File: src/rtl/ram_fifo_if.sv
// Push/pop stream bundle of the RAM-backed FIFO controller.
// With FIFO_ALMOST_EN defined the bundle also carries almost_full/almost_empty.
interface ram_fifo_if #(
  parameter int n = 4,
  parameter int m = 4
);
  logic         push;
  logic [m-1:0] data_in;
  logic         pop;
  logic [m-1:0] data_out;
  logic         data_valid;
  logic         full;
  logic         empty;
  logic [n:0]   count;
  logic         overflow;
  logic         underflow;
`ifdef FIFO_ALMOST_EN
  logic         almost_full;
  logic         almost_empty;

  modport master (
    output push, data_in, pop,
    input  data_out, data_valid, full, empty, count, overflow, underflow,
           almost_full, almost_empty
  );
  modport slave (
    input  push, data_in, pop,
    output data_out, data_valid, full, empty, count, overflow, underflow,
           almost_full, almost_empty
  );
`else
  modport master (
    output push, data_in, pop,
    input  data_out, data_valid, full, empty, count, overflow, underflow
  );
  modport slave (
    input  push, data_in, pop,
    output data_out, data_valid, full, empty, count, overflow, underflow
  );
`endif
endinterface

File: src/rtl/ram_fifo_ctrl.sv
// FIFO controller driving an external 2^n x m dual-port RAM; one-cycle registered read.
// Optional macro FIFO_ALMOST_EN adds almost_full/almost_empty with margin AF_LEVEL.
module ram_fifo_ctrl #(
  parameter int n        = 4,
  parameter int m        = 4,
  parameter int AF_LEVEL = 2
) (
  input  logic         clk,
  input  logic         rst_n,
  ram_fifo_if.slave    bus,
  output logic         ram_w,
  output logic [n-1:0] ram_addr_in,
  output logic [m-1:0] ram_data_in,
  output logic         ram_r,
  output logic [n-1:0] ram_addr_out,
  input  logic [m-1:0] ram_data_out
);

  localparam logic [n:0] DEPTH = {1'b1, {n{1'b0}}};

  if (AF_LEVEL < 0 || AF_LEVEL > (1 << n)) begin : g_af_range
    $error("AF_LEVEL must lie in 0..2^n");
  end

  logic [n-1:0] wr_ptr;
  logic [n-1:0] rd_ptr;
  logic [n:0]   count;
  logic [m-1:0] data_out;
  logic         data_valid;
  logic         overflow;
  logic         underflow;
  logic         full;
  logic         empty;
  logic         push_ok;
  logic         pop_ok;

  // Flags come from the registered count, so acceptance uses pre-edge state
  // and a word pushed into an empty FIFO cannot be popped in the same cycle.
  assign full    = (count == DEPTH);
  assign empty   = (count == '0);
  assign push_ok = bus.push & ~full;
  assign pop_ok  = bus.pop & ~empty;

  assign ram_w        = push_ok;
  assign ram_addr_in  = wr_ptr;
  assign ram_data_in  = bus.data_in;
  assign ram_r        = pop_ok;
  assign ram_addr_out = rd_ptr;

  // RAM read word is captured at the pop edge and presented one cycle later
  always_ff @(posedge clk or negedge rst_n) begin
    if (!rst_n) begin
      wr_ptr     <= '0;
      rd_ptr     <= '0;
      count      <= '0;
      data_out   <= '0;
      data_valid <= 1'b0;
      overflow   <= 1'b0;
      underflow  <= 1'b0;
    end else begin
      if (push_ok) wr_ptr <= wr_ptr + 1'b1;
      if (pop_ok) begin
        rd_ptr   <= rd_ptr + 1'b1;
        data_out <= ram_data_out;
      end
      data_valid <= pop_ok;
      case ({push_ok, pop_ok})
        2'b10:   count <= count + 1'b1;
        2'b01:   count <= count - 1'b1;
        default: count <= count;
      endcase
      if (bus.push & full)  overflow  <= 1'b1;
      if (bus.pop  & empty) underflow <= 1'b1;
    end
  end

  assign bus.data_out   = data_out;
  assign bus.data_valid = data_valid;
  assign bus.full       = full;
  assign bus.empty      = empty;
  assign bus.count      = count;
  assign bus.overflow   = overflow;
  assign bus.underflow  = underflow;

`ifdef FIFO_ALMOST_EN
  localparam logic [n:0] AE_TH = (n+1)'(AF_LEVEL);
  localparam logic [n:0] AF_TH = DEPTH - AE_TH;

  assign bus.almost_full  = (count >= AF_TH);
  assign bus.almost_empty = (count <= AE_TH);
`endif

endmodule

File: src/flat_wrapper.sv
// flat-port wrapper written by rule: the top's interface ports become plain ports
module ram_fifo_ctrl_flat 
#(
  parameter int n        = 4,
  parameter int m        = 4,
  parameter int AF_LEVEL = 2
)
  (clk, rst_n, ram_w, ram_addr_in, ram_data_in, ram_r, ram_addr_out, ram_data_out, bus_push, bus_data_in, bus_pop, bus_data_out, bus_data_valid, bus_full, bus_empty, bus_count, bus_overflow, bus_underflow);
  ram_fifo_if #(.n(n), .m(m)) bus_i ();
  input  logic clk;
  input  logic rst_n;
  output logic ram_w;
  output logic [n-1:0] ram_addr_in;
  output logic [m-1:0] ram_data_in;
  output logic ram_r;
  output logic [n-1:0] ram_addr_out;
  input  logic [m-1:0] ram_data_out;
  input wire logic [$bits(bus_i.push)-1:0] bus_push;
  input wire logic [$bits(bus_i.data_in)-1:0] bus_data_in;
  input wire logic [$bits(bus_i.pop)-1:0] bus_pop;
  output wire logic [$bits(bus_i.data_out)-1:0] bus_data_out;
  output wire logic [$bits(bus_i.data_valid)-1:0] bus_data_valid;
  output wire logic [$bits(bus_i.full)-1:0] bus_full;
  output wire logic [$bits(bus_i.empty)-1:0] bus_empty;
  output wire logic [$bits(bus_i.count)-1:0] bus_count;
  output wire logic [$bits(bus_i.overflow)-1:0] bus_overflow;
  output wire logic [$bits(bus_i.underflow)-1:0] bus_underflow;
  assign bus_i.push = bus_push;
  assign bus_i.data_in = bus_data_in;
  assign bus_i.pop = bus_pop;
  assign bus_data_out = bus_i.data_out;
  assign bus_data_valid = bus_i.data_valid;
  assign bus_full = bus_i.full;
  assign bus_empty = bus_i.empty;
  assign bus_count = bus_i.count;
  assign bus_overflow = bus_i.overflow;
  assign bus_underflow = bus_i.underflow;
  ram_fifo_ctrl #(.n(n), .m(m), .AF_LEVEL(AF_LEVEL)) u_core (.clk(clk), .rst_n(rst_n), .bus(bus_i), .ram_w(ram_w), .ram_addr_in(ram_addr_in), .ram_data_in(ram_data_in), .ram_r(ram_r), .ram_addr_out(ram_addr_out), .ram_data_out(ram_data_out));
endmodule
File: config.mk
export PLATFORM = sky130hd
export DESIGN_NAME = ram_fifo_ctrl_flat
export DESIGN_NICKNAME = d
export VERILOG_FILES = /design/src/rtl/ram_fifo_if.sv /design/src/rtl/ram_fifo_ctrl.sv /design/src/flat_wrapper.sv
export SDC_FILE = /design/constraint.sdc
export NUM_CORES = 1
export LEC_CHECK = 0
export BUFFER_PORTS_ARGS = -buffer_cell sky130_fd_sc_hd__buf_2
export CAP_MARGIN = 25
export CORE_MARGIN = 2
export CORE_UTILIZATION = 47
export CTS_CLUSTER_DIAMETER = 30
export DETAILED_ROUTE_END_ITERATION = 16
export GPL_TIMING_DRIVEN = 1
export PLACE_DENSITY = 0.77
export SLEW_MARGIN = 15
export SYNTH_ARGS = -nofsm -noshare
export SYNTH_HDL_FRONTEND = slang
export SYNTH_SLANG_ARGS = --single-unit
File: constraint.sdc
create_clock -name clk -period 3.5 [get_ports clk]
set_input_delay 0.525 -clock clk [delete_from_list [all_inputs] [get_ports clk]]
set_output_delay 0.525 -clock clk [all_outputs]
set_load 0.02 [all_outputs]
==> results_tabular.tex, run 1 <==
\begin{tabular}{lr}
\hline
Metric & Value \\
\hline
\multicolumn{2}{l}{\textbf{Layout}} \\
Number of nets in the layout & 135 \\
Filler instances & 170 \\
Final Cell Area & approximately 1200 um\^{}2 \\
Share of post-route cells with drive strength above 1 & 0.426 \\
Count of antenna diodes in the layout & 0 \\
Area Growth Syn to Fin & 21.0\% \\
\multicolumn{2}{l}{\textbf{Critical path}} \\
Most used cell, CP & sky130\_fd\_sc\_hd\_\_o41ai\_1 \\
Highest fanout seen on the critical path & 7 \\
CP max-delay cell & sky130\_fd\_sc\_hd\_\_dfrtp\_1 \\
Arrival @ worst endpoint & 3.01 ns \\
Startpoint-to-endpoint class of the critical path & reg -> reg \\
Worst R2R Path Depth & 10 \\
Critical Path, Cell by Cell & nor4\_4 > and2\_4 > nand2b\_4 > ha\_1 > inv\_1 > fa\_1 > nor2b\_1 > or2\_2 > o41ai\_1 > o41ai\_1 \\
Source of the worst register-to-register timing path & u\_core.bus.count[3] \\
Worst setup EP type & register \\
Launching instance or port of the critical path & u\_core.bus.count[3] \\
Delay contributed by the slowest stage of the critical path & 0.45 ns \\
Critical path startpoint category & register \\
Required @ worst endpoint & 3.69 ns \\
\multicolumn{2}{l}{\textbf{Power and ir drop}} \\
Sequential Power Share & 0.356 \\
Static leakage & 0.609 nW \\
Net switching power of the design & around 0.53 mW \\
Sw frac & 0.423 \\
Share of total power in the clock network & 0.149 \\
Largest vdd supply drop & 581 uV \\
Power per cell area & 1000 nW/um\^{}2 \\
Cell internal pwr & 0.718 mW \\
Comb power frac & 0.495 \\
\multicolumn{2}{l}{\textbf{Yosys}} \\
Simple-gate area share of the yosys netlist & 0.128 \\
Count of different cell masters after synthesis & 29 \\
Main combinational cell family by area after synthesis & simple AND/OR/NAND/NOR gates \\
Top cell type's share of synthesized area & 0.488 \\
Mapped Avg Cell Area & 12.2 um\^{}2 \\
Count of state elements after synthesis & 20 \\
Xor and xnor area share after synthesis & 0.0769 \\
Post-synthesis cell type with the largest combined area & sky130\_fd\_sc\_hd\_\_dfrtp\_1 \\
Synthesized net count & 103 \\
Top cell types by occurrence after synthesis & sky130\_fd\_sc\_hd\_\_dfrtp\_1 (20), sky130\_fd\_sc\_hd\_\_ha\_1 (6), sky130\_fd\_sc\_hd\_\_mux2\_2 (5), sky130\_fd\_sc\_hd\_\_nand2\_1 (5), sky130\_fd\_sc\_hd\_\_xnor2\_1 (5) \\
Synthesized netlist cell count & between 80 and 90 \\
Count of flip-flops with a built-in enable after synthesis & 0 \\
Compound-Gate Fraction of Synth Area & 0.0806 \\
Summed instance area of the synthesized netlist & around 1000 um\^{}2 \\
Share of the yosys chip area belonging to registers & 0.488 \\
Dominant register cell in the synthesized netlist & sky130\_fd\_sc\_hd\_\_dfrtp\_1 \\
Post-synthesis share of cell area spent on full adders, half adders and majority gates & 0.0928 \\
Post-synth ARST share & 1.00 \\
Most used standard cell by instance count after synthesis & sky130\_fd\_sc\_hd\_\_dfrtp\_1 \\
Most area-consuming cells after synthesis & sky130\_fd\_sc\_hd\_\_dfrtp\_1 (49\%), sky130\_fd\_sc\_hd\_\_ha\_1 (7.3\%), sky130\_fd\_sc\_hd\_\_mux2\_2 (5.5\%) \\
Multiplexer share of the synthesized area & 0.0794 \\
Number of warnings reported in the yosys synthesis log & 0 \\
\multicolumn{2}{l}{\textbf{Clock tree}} \\
Clock latency at the later pin of the worst-skew pair & 0.30 ns \\
Root buffer selected by CTS & sky130\_fd\_sc\_hd\_\_clkbuf\_4 \\
H-Tree Depth & 1 \\
Clock-pin transition on the worst setup and hold timing paths & around 0.12 ns \\
CTS tree & yes \\
Clock sinks & 20 \\
Number of clock buffers inserted by TritonCTS & 3 \\
Setup fix buffers added after clock tree synthesis & 0 \\
Post-CTS Resized & 0 \\
CTS Hold Buffers Added & 0 \\
Maximum clock insertion buffer count & 2 \\
\multicolumn{2}{l}{\textbf{Timing}} \\
Min cycle time layout & 2.83 ns \\
Setup Total Neg Slack & 0 ns \\
Max Transition Viols Final & 0 \\
Maximum operating frequency & 354 MHz \\
Setup violators final & 0 \\
Worst slew pin tran & $\sim$0.43 ns \\
Largest clock skew in the final design & 0.00849 ns \\
RSZ-0062 raised after global routing & false \\
Share of the clock period used by the worst path after layout & 0.807 \\
Worst slew margin relative to its limit & 0.711 \\
Post-Route Hold Slack & between 0.1 and 0.15 ns \\
Hold Fails Final Rpt & 0 \\
\multicolumn{2}{l}{\textbf{Global routing}} \\
Number of antenna violations at the first check in global routing & 0 \\
First-pass GRT wire length & 3.27 mm \\
Maximum number of pins on one net before global-route repair & 21 \\
Overflow left after global routing & 0 \\
Vias in the first global route & 704 \\
Tot GR Track Use & 0.169 \\
\multicolumn{2}{l}{\textbf{Route}} \\
Average vias per placed instance & 5.17 \\
Number of DRC markers in iteration 0 & 12 \\
Routed WL per cell & 13.6 um \\
Routed WL & 1.93 mm \\
Total DRC errors in the routed layout & 0 \\
Via total after detailed routing & 734 \\
Antenna Nets Post-Route & 0 \\
First-pass DRT Iterations & 4 \\
\multicolumn{2}{l}{\textbf{Placement}} \\
Final GP Congestion & around 0.9 \\
Standard cell area after detailed placement & 1190 um\^{}2 \\
Quantity of I/O buffers inserted on ports & 31 \\
\multicolumn{2}{l}{\textbf{Floorplan}} \\
Die Span X & 50.7 um \\
Ports & 40 \\
Vertical extent of the die & 50.7 um \\
Floorplan Core Area & roughly 2000 um\^{}2 \\
Die area & 2570 um\^{}2 \\
Number of rows in the core area & 16 \\
Effective utilization at floorplan & 0.512 \\
\multicolumn{2}{l}{\textbf{Run}} \\
Number of maximum-capacitance violations & 0 \\
\multicolumn{2}{l}{\textbf{Worst hold path}} \\
Kind of path behind the tightest hold check & in -> async \\
\multicolumn{2}{l}{\textbf{Status}} \\
Result of the run & complete, no violations \\
\hline
\end{tabular}
[state kept, by name, summed over array words and instances, names as in the netlist]
signal,flops
u_core.bus.count,5
u_core.bus.data_out,4
u_core.bus.data_valid,1
u_core.bus.overflow,1
u_core.bus.underflow,1
u_core.ram_addr_in,4
u_core.ram_addr_out,4
[cell families (layout without fill, tap and decap cells)]
| family | Yosys count | after routing |
|---|---|---|
| buf+inv | 10 | 41 |
| mux | 7 | 7 |
| xor+xnor | 9 | 9 |
| compound gates | 12 | 12 |
| simple gates | 19 | 19 |
| fa+ha+maj | 7 | 7 |
| flops | 20 | 20 |
[routing by layer]
layer / global-route usage / share of wire / wire, um / up-vias
met4: 0.0721 / 0.011 / 21 / 0
met2: 0.285 / 0.51 / 991 / 23
met1: 0.218 / 0.42 / 808 / 353
met5: 0 / 0 / 0 / -
met3: 0.0208 / 0.054 / 104 / 6
li1: - / - / - / 352
[power by group through the flow]
stage               combinational, mW  sequential [mW]  clock (mW)
floorplan                       0.318            0.562           0
global route                    0.683            0.460       0.200
global placement                0.600            0.442           0
CTS                             0.623            0.444       0.191
detailed placement              0.620            0.450           0
finish                          0.616            0.443       0.185
[final timing paths]
kind	to	slack [ns]
max	u_core.bus.count[4]	0.67
min	u_core.ram_addr_out[0]	0.15
max reg2reg	u_core.bus.count[4]	0.67
min reg2reg	u_core.bus.overflow	0.46
max in group asynchronous	u_core.bus.count[3]	3.05
min in group clk	u_core.bus.data_out[1]	0.45
[placed cells by master, fill, tap and decap left out, types with 3 or more instances in the layout]
cell	count
sky130_fd_sc_hd__mux2_2	5
sky130_fd_sc_hd__dfrtp_1	20
sky130_fd_sc_hd__nand2_1	5
sky130_fd_sc_hd__inv_1	4
sky130_fd_sc_hd__clkbuf_4	3
sky130_fd_sc_hd__xnor2_1	5
sky130_fd_sc_hd__a21o_1	3
sky130_fd_sc_hd__xor2_1	4
sky130_fd_sc_hd__buf_2	31
sky130_fd_sc_hd__o21ai_0	4
sky130_fd_sc_hd__ha_1	6
[cell type report]
cell class | count | area [um^2] | share of cell area
flip-flops and latches | 20 | 500 | 0.404
multi-input cells | 54 | 469 | 0.378
repair buffers | 32 | 163 | 0.131
well taps | 27 | 33.8 | 0.0272
clock inverters | 1 | 30.0 | 0.0242
clock buffers | 3 | 22.5 | 0.0182
inverters | 5 | 21.3 | 0.0172
[worst max-delay path, delay by kind of cell, from the launching register on]
kind,cells,cell delay (ns)
AO/OA/AOI/OAI,2,0.44
adder cells (fa/ha/maj),2,0.70
buffers and inverters,1,0.14
flip-flops,1,0.45
AND/OR/NAND/NOR,5,1.00
[through the flow]
step | total power, mW | worst slack, ns | utilization | cells
6_report | 1.24 | 0.675 | 0.619 | 142
5_1_grt | 1.34 | 0.403 | 0.619 | 142
4_1_cts | 1.26 | 0.643 | 0.619 | 142
3_5_place_dp | 1.07 | 0.701 | 0.593 | 138
3_3_place_gp | 1.04 | 0.852 | 0.593 | 138
2_1_floorplan | 0.881 | 0.768 | - | 84
(Power assumes the default switching activity.)
==> run 2: changes to the inputs <==
==> constraint.sdc (replaced) <==
create_clock -name clk -period 2.8 [get_ports clk]
set_input_delay 0.42 -clock clk [delete_from_list [all_inputs] [get_ports clk]]
set_output_delay 0.42 -clock clk [all_outputs]
set_load 0.02 [all_outputs]
==> run 2 against run 1 <==
  * Maximum frequency increased by 7.5%
  * Clock-buffer cell count stayed put
  * Power up 22%
  * First-iteration DRC count is 17% lower
  * Setup slack got worse by 0.50 ns
  * Worst hold slack got worse by 0.090 ns
  * Critical path depth is the same
==> results_tabular.tex, run 2 (synthesis results as in run 1) <==
\begin{tabular}{lr}
\hline
Metric & Value \\
\hline
\multicolumn{2}{l}{\textbf{Critical path}} \\
Critical path startpoint category & register (unchanged) \\
Arrival @ worst endpoint & 2.80 ns (was 3.01 ns) \\
Critical Path, Cell by Cell & nor4\_4 > and2\_4 > nand2b\_4 > ha\_4 > inv\_1 > fa\_1 > nor2b\_2 > or2\_2 > o41ai\_1 > o41ai\_1 (was nor4\_4 > and2\_4 > nand2b\_4 > ha\_1 > inv\_1 > fa\_1 > nor2b\_1 > or2\_2 > o41ai\_1 > o41ai\_1) \\
Required @ worst endpoint & 2.98 ns (was 3.69 ns) \\
Startpoint-to-endpoint class of the critical path & reg -> reg (unchanged) \\
Source of the worst register-to-register timing path & u\_core.bus.count[1] (was u\_core.bus.count[3]) \\
Most used cell, CP & sky130\_fd\_sc\_hd\_\_o41ai\_1 (unchanged) \\
Highest fanout seen on the critical path & 7 (unchanged) \\
CP max-delay cell & sky130\_fd\_sc\_hd\_\_dfrtp\_1 (unchanged) \\
Launching instance or port of the critical path & u\_core.bus.count[1] (was u\_core.bus.count[3]) \\
Worst setup EP type & register (unchanged) \\
Cell type group with the largest total delay on the critical path & simple AND/OR/NAND/NOR gates (unchanged) \\
Buf+Inv Stages, Crit Path & 1 (unchanged) \\
Delay contributed by the slowest stage of the critical path & 0.44 ns (was 0.45 ns) \\
\multicolumn{2}{l}{\textbf{Layout}} \\
FF+latch area & 500 um\^{}2 (unchanged) \\
Register with the most flip-flops & u\_core.bus.count (unchanged) \\
Number of cells in the finished layout apart from fillers & 144 (was 142) \\
Count of antenna diodes in the layout & 0 (unchanged) \\
Number of nets in the layout & 138 (was 135) \\
Max reg flops & 5 (unchanged) \\
Area of the multi-input gates & 484 um\^{}2 (was 469 um\^{}2) \\
Share of post-route cells with drive strength above 1 & 0.453 (was 0.426) \\
Filler instances & 159 (was 170) \\
Most frequent cells in the layout & sky130\_fd\_sc\_hd\_\_buf\_2 (31), sky130\_fd\_sc\_hd\_\_dfrtp\_1 (20) (was sky130\_fd\_sc\_hd\_\_buf\_2 (31), sky130\_fd\_sc\_hd\_\_dfrtp\_1 (20), sky130\_fd\_sc\_hd\_\_ha\_1 (6)) \\
Area Growth Syn to Fin & 21.7\% (was 21.0\%) \\
Final Cell Area & 1250 um\^{}2 (was 1240 um\^{}2) \\
Leading cell type in the layout, fill and taps excluded & sky130\_fd\_sc\_hd\_\_buf\_2 (unchanged) \\
\multicolumn{2}{l}{\textbf{Power and ir drop}} \\
Power per cell area & 1220 nW/um\^{}2 (was 1000 nW/um\^{}2) \\
Overall power after layout & 1.52 mW (was 1.24 mW) \\
Largest vdd supply drop & 623 uV (was 581 uV) \\
Static leakage & 0.610 nW (was 0.609 nW) \\
\multicolumn{2}{l}{\textbf{Clock tree}} \\
CTS Hold Buffers Added & 0 (unchanged) \\
H-Tree Depth & 1 (unchanged) \\
Clock-pin transition on the worst setup and hold timing paths & 0.10 ns (was 0.12 ns) \\
CTS tree & yes (unchanged) \\
Number of clock buffers inserted by TritonCTS & 3 (unchanged) \\
Root buffer selected by CTS & sky130\_fd\_sc\_hd\_\_clkbuf\_4 (unchanged) \\
Clock sinks & 20 (unchanged) \\
Maximum clock insertion buffer count & 2 (unchanged) \\
Clock latency at the later pin of the worst-skew pair & 0.28 ns (was 0.30 ns) \\
\multicolumn{2}{l}{\textbf{Floorplan}} \\
Die area & 2570 um\^{}2 (unchanged) \\
Floorplan Core Area & 2000 um\^{}2 (unchanged) \\
Effective utilization at floorplan & 0.512 (unchanged) \\
Die Span X & 50.7 um (unchanged) \\
Number of rows in the core area & 16 (unchanged) \\
Ports & 40 (unchanged) \\
Vertical extent of the die & 50.7 um (unchanged) \\
\multicolumn{2}{l}{\textbf{Global routing}} \\
Number of antenna violations at the first check in global routing & 0 (unchanged) \\
Maximum number of pins on one net before global-route repair & 21 (unchanged) \\
Tot GR Track Use & 0.166 (was 0.169) \\
Overflow left after global routing & 0 (unchanged) \\
Vias in the first global route & 693 (was 704) \\
First-pass GRT wire length & 3.23 mm (was 3.27 mm) \\
\multicolumn{2}{l}{\textbf{Timing}} \\
Min cycle time layout & 2.63 ns (was 2.83 ns) \\
Worst slew margin relative to its limit & 0.711 (about the same) \\
Largest clock skew in the final design & 0.00286 ns (was 0.00849 ns) \\
Share of the clock period used by the worst path after layout & 0.939 (was 0.807) \\
Final worst setup slack & 0.171 ns (was 0.675 ns) \\
Setup violators final & 0 (unchanged) \\
Worst slew pin tran & 0.433 ns (was 0.434 ns) \\
Maximum operating frequency & 380 MHz (was 354 MHz) \\
Hold Fails Final Rpt & 0 (unchanged) \\
Max Transition Viols Final & 0 (unchanged) \\
RSZ-0062 raised after global routing & false (unchanged) \\
\multicolumn{2}{l}{\textbf{Status}} \\
Result of the run & complete, no violations (unchanged) \\
\multicolumn{2}{l}{\textbf{Placement}} \\
Sum of net half-perimeters after detailed placement & $\sim$1.5 mm \\
Inst Count DP & 140 (was 138) \\
Pre-CTS setup slack & -0.0291 ns (was 0.701 ns) \\
Standard cell area after detailed placement & 1200 um\^{}2 (was 1190 um\^{}2) \\
Final GP Congestion & 0.856 (was 0.895) \\
Quantity of I/O buffers inserted on ports & 31 (unchanged) \\
\multicolumn{2}{l}{\textbf{Run}} \\
Number of maximum-capacitance violations & 0 (unchanged) \\
\multicolumn{2}{l}{\textbf{Worst hold path}} \\
Kind of path behind the tightest hold check & in -> async (unchanged) \\
\multicolumn{2}{l}{\textbf{Route}} \\
Antenna Nets Post-Route & 0 (unchanged) \\
First-pass DRT Iterations & 4 (unchanged) \\
Routed WL & 1.99 mm (was 1.93 mm) \\
Average vias per placed instance & 5.04 (was 5.17) \\
Number of DRC markers in iteration 0 & 10 (was 12) \\
Via total after detailed routing & 726 (was 734) \\
Total DRC errors in the routed layout & 0 (unchanged) \\
Routed WL per cell & 13.8 um (was 13.6 um) \\
\hline
\end{tabular}
-- run 2: cell count changes in the layout (fill, tap and decap cells not counted) --
cell and change:
sky130_fd_sc_hd__buf_4 +3, sky130_fd_sc_hd__bufinv_16 -1, sky130_fd_sc_hd__ha_1 -1, sky130_fd_sc_hd__ha_4 +1, sky130_fd_sc_hd__nor2b_1 -1, sky130_fd_sc_hd__nor2b_2 +1
-- run 2: what timing repair did --
item | 4_1_cts | 5_1_grt
setup endpoints to repair | 1 | 1
pin swaps | 0 | 2
gates resized for setup | 1 | 2
buffers inserted | 0 | 1
-- run 2: area by class of cell --
| class | instances | area share |
|---|---|---|
| Multi-Input combinational cell | 54 | 0.388 |
| Clock buffer | 3 | 0.0181 |
| Inverter | 5 | 0.0171 |
| Sequential cell | 20 | 0.401 |
| Tap cell | 27 | 0.0271 |
| Timing Repair Buffer | 35 | 0.148 |
-- run 2: final timing paths --
kind	to	slack, ns	cells past startpoint
worst min register to register	u_core.bus.underflow	0.47	1
worst max register to register	u_core.bus.count[4]	0.17	10
max in group asynchronous	u_core.bus.count[0]	2.44	1
worst min-delay path	u_core.ram_addr_in[3]	0.06	1
min in group clk	u_core.bus.underflow	0.35	2
worst max-delay path	u_core.bus.count[4]	0.17	10
-- run 2: worst register-to-register path, stage by stage (launching register included) --
cell and delay (ns):
sky130_fd_sc_hd__dfrtp_1 0.44, sky130_fd_sc_hd__nor4_4 0.32, sky130_fd_sc_hd__and2_4 0.19, sky130_fd_sc_hd__nand2b_4 0.15, sky130_fd_sc_hd__ha_4 0.18, sky130_fd_sc_hd__inv_1 0.09, sky130_fd_sc_hd__fa_1 0.43, sky130_fd_sc_hd__nor2b_2 0.16
sky130_fd_sc_hd__or2_2 0.13, sky130_fd_sc_hd__o41ai_1 0.06, sky130_fd_sc_hd__o41ai_1 0.37
-- run 2: metrics by stage --
stage / hold WS [ns] / utilization / TNS (ns)
floorplan: 0.124 / - / 0
global placement: 0.383 / 0.601 / 0
detailed placement: 0.388 / 0.601 / -0.0291
CTS: 0.0690 / 0.613 / 0
global route: 0.0741 / 0.623 / 0
finish: 0.0562 / 0.623 / 0
-- run 2: routing by layer --
layer	up-vias	share of wire	global-route usage
li1	355	-	-
met1	336	0.46	0.223
met2	29	0.46	0.263
met3	6	0.056	0.0298
met4	0	0.018	0.0721
met5	-	0	0
-- run 2: report_power, final --
| part | leakage (nW) | internal [mW] | switching [mW] |
|---|---|---|---|
| Sequential | 0.233 | 0.420 | 0.124 |
| Combinational | 0.363 | 0.374 | 0.471 |
| Clock | 0.0138 | 0.0499 | 0.0784 |
| Total | 0.610 | 0.844 | 0.673 |
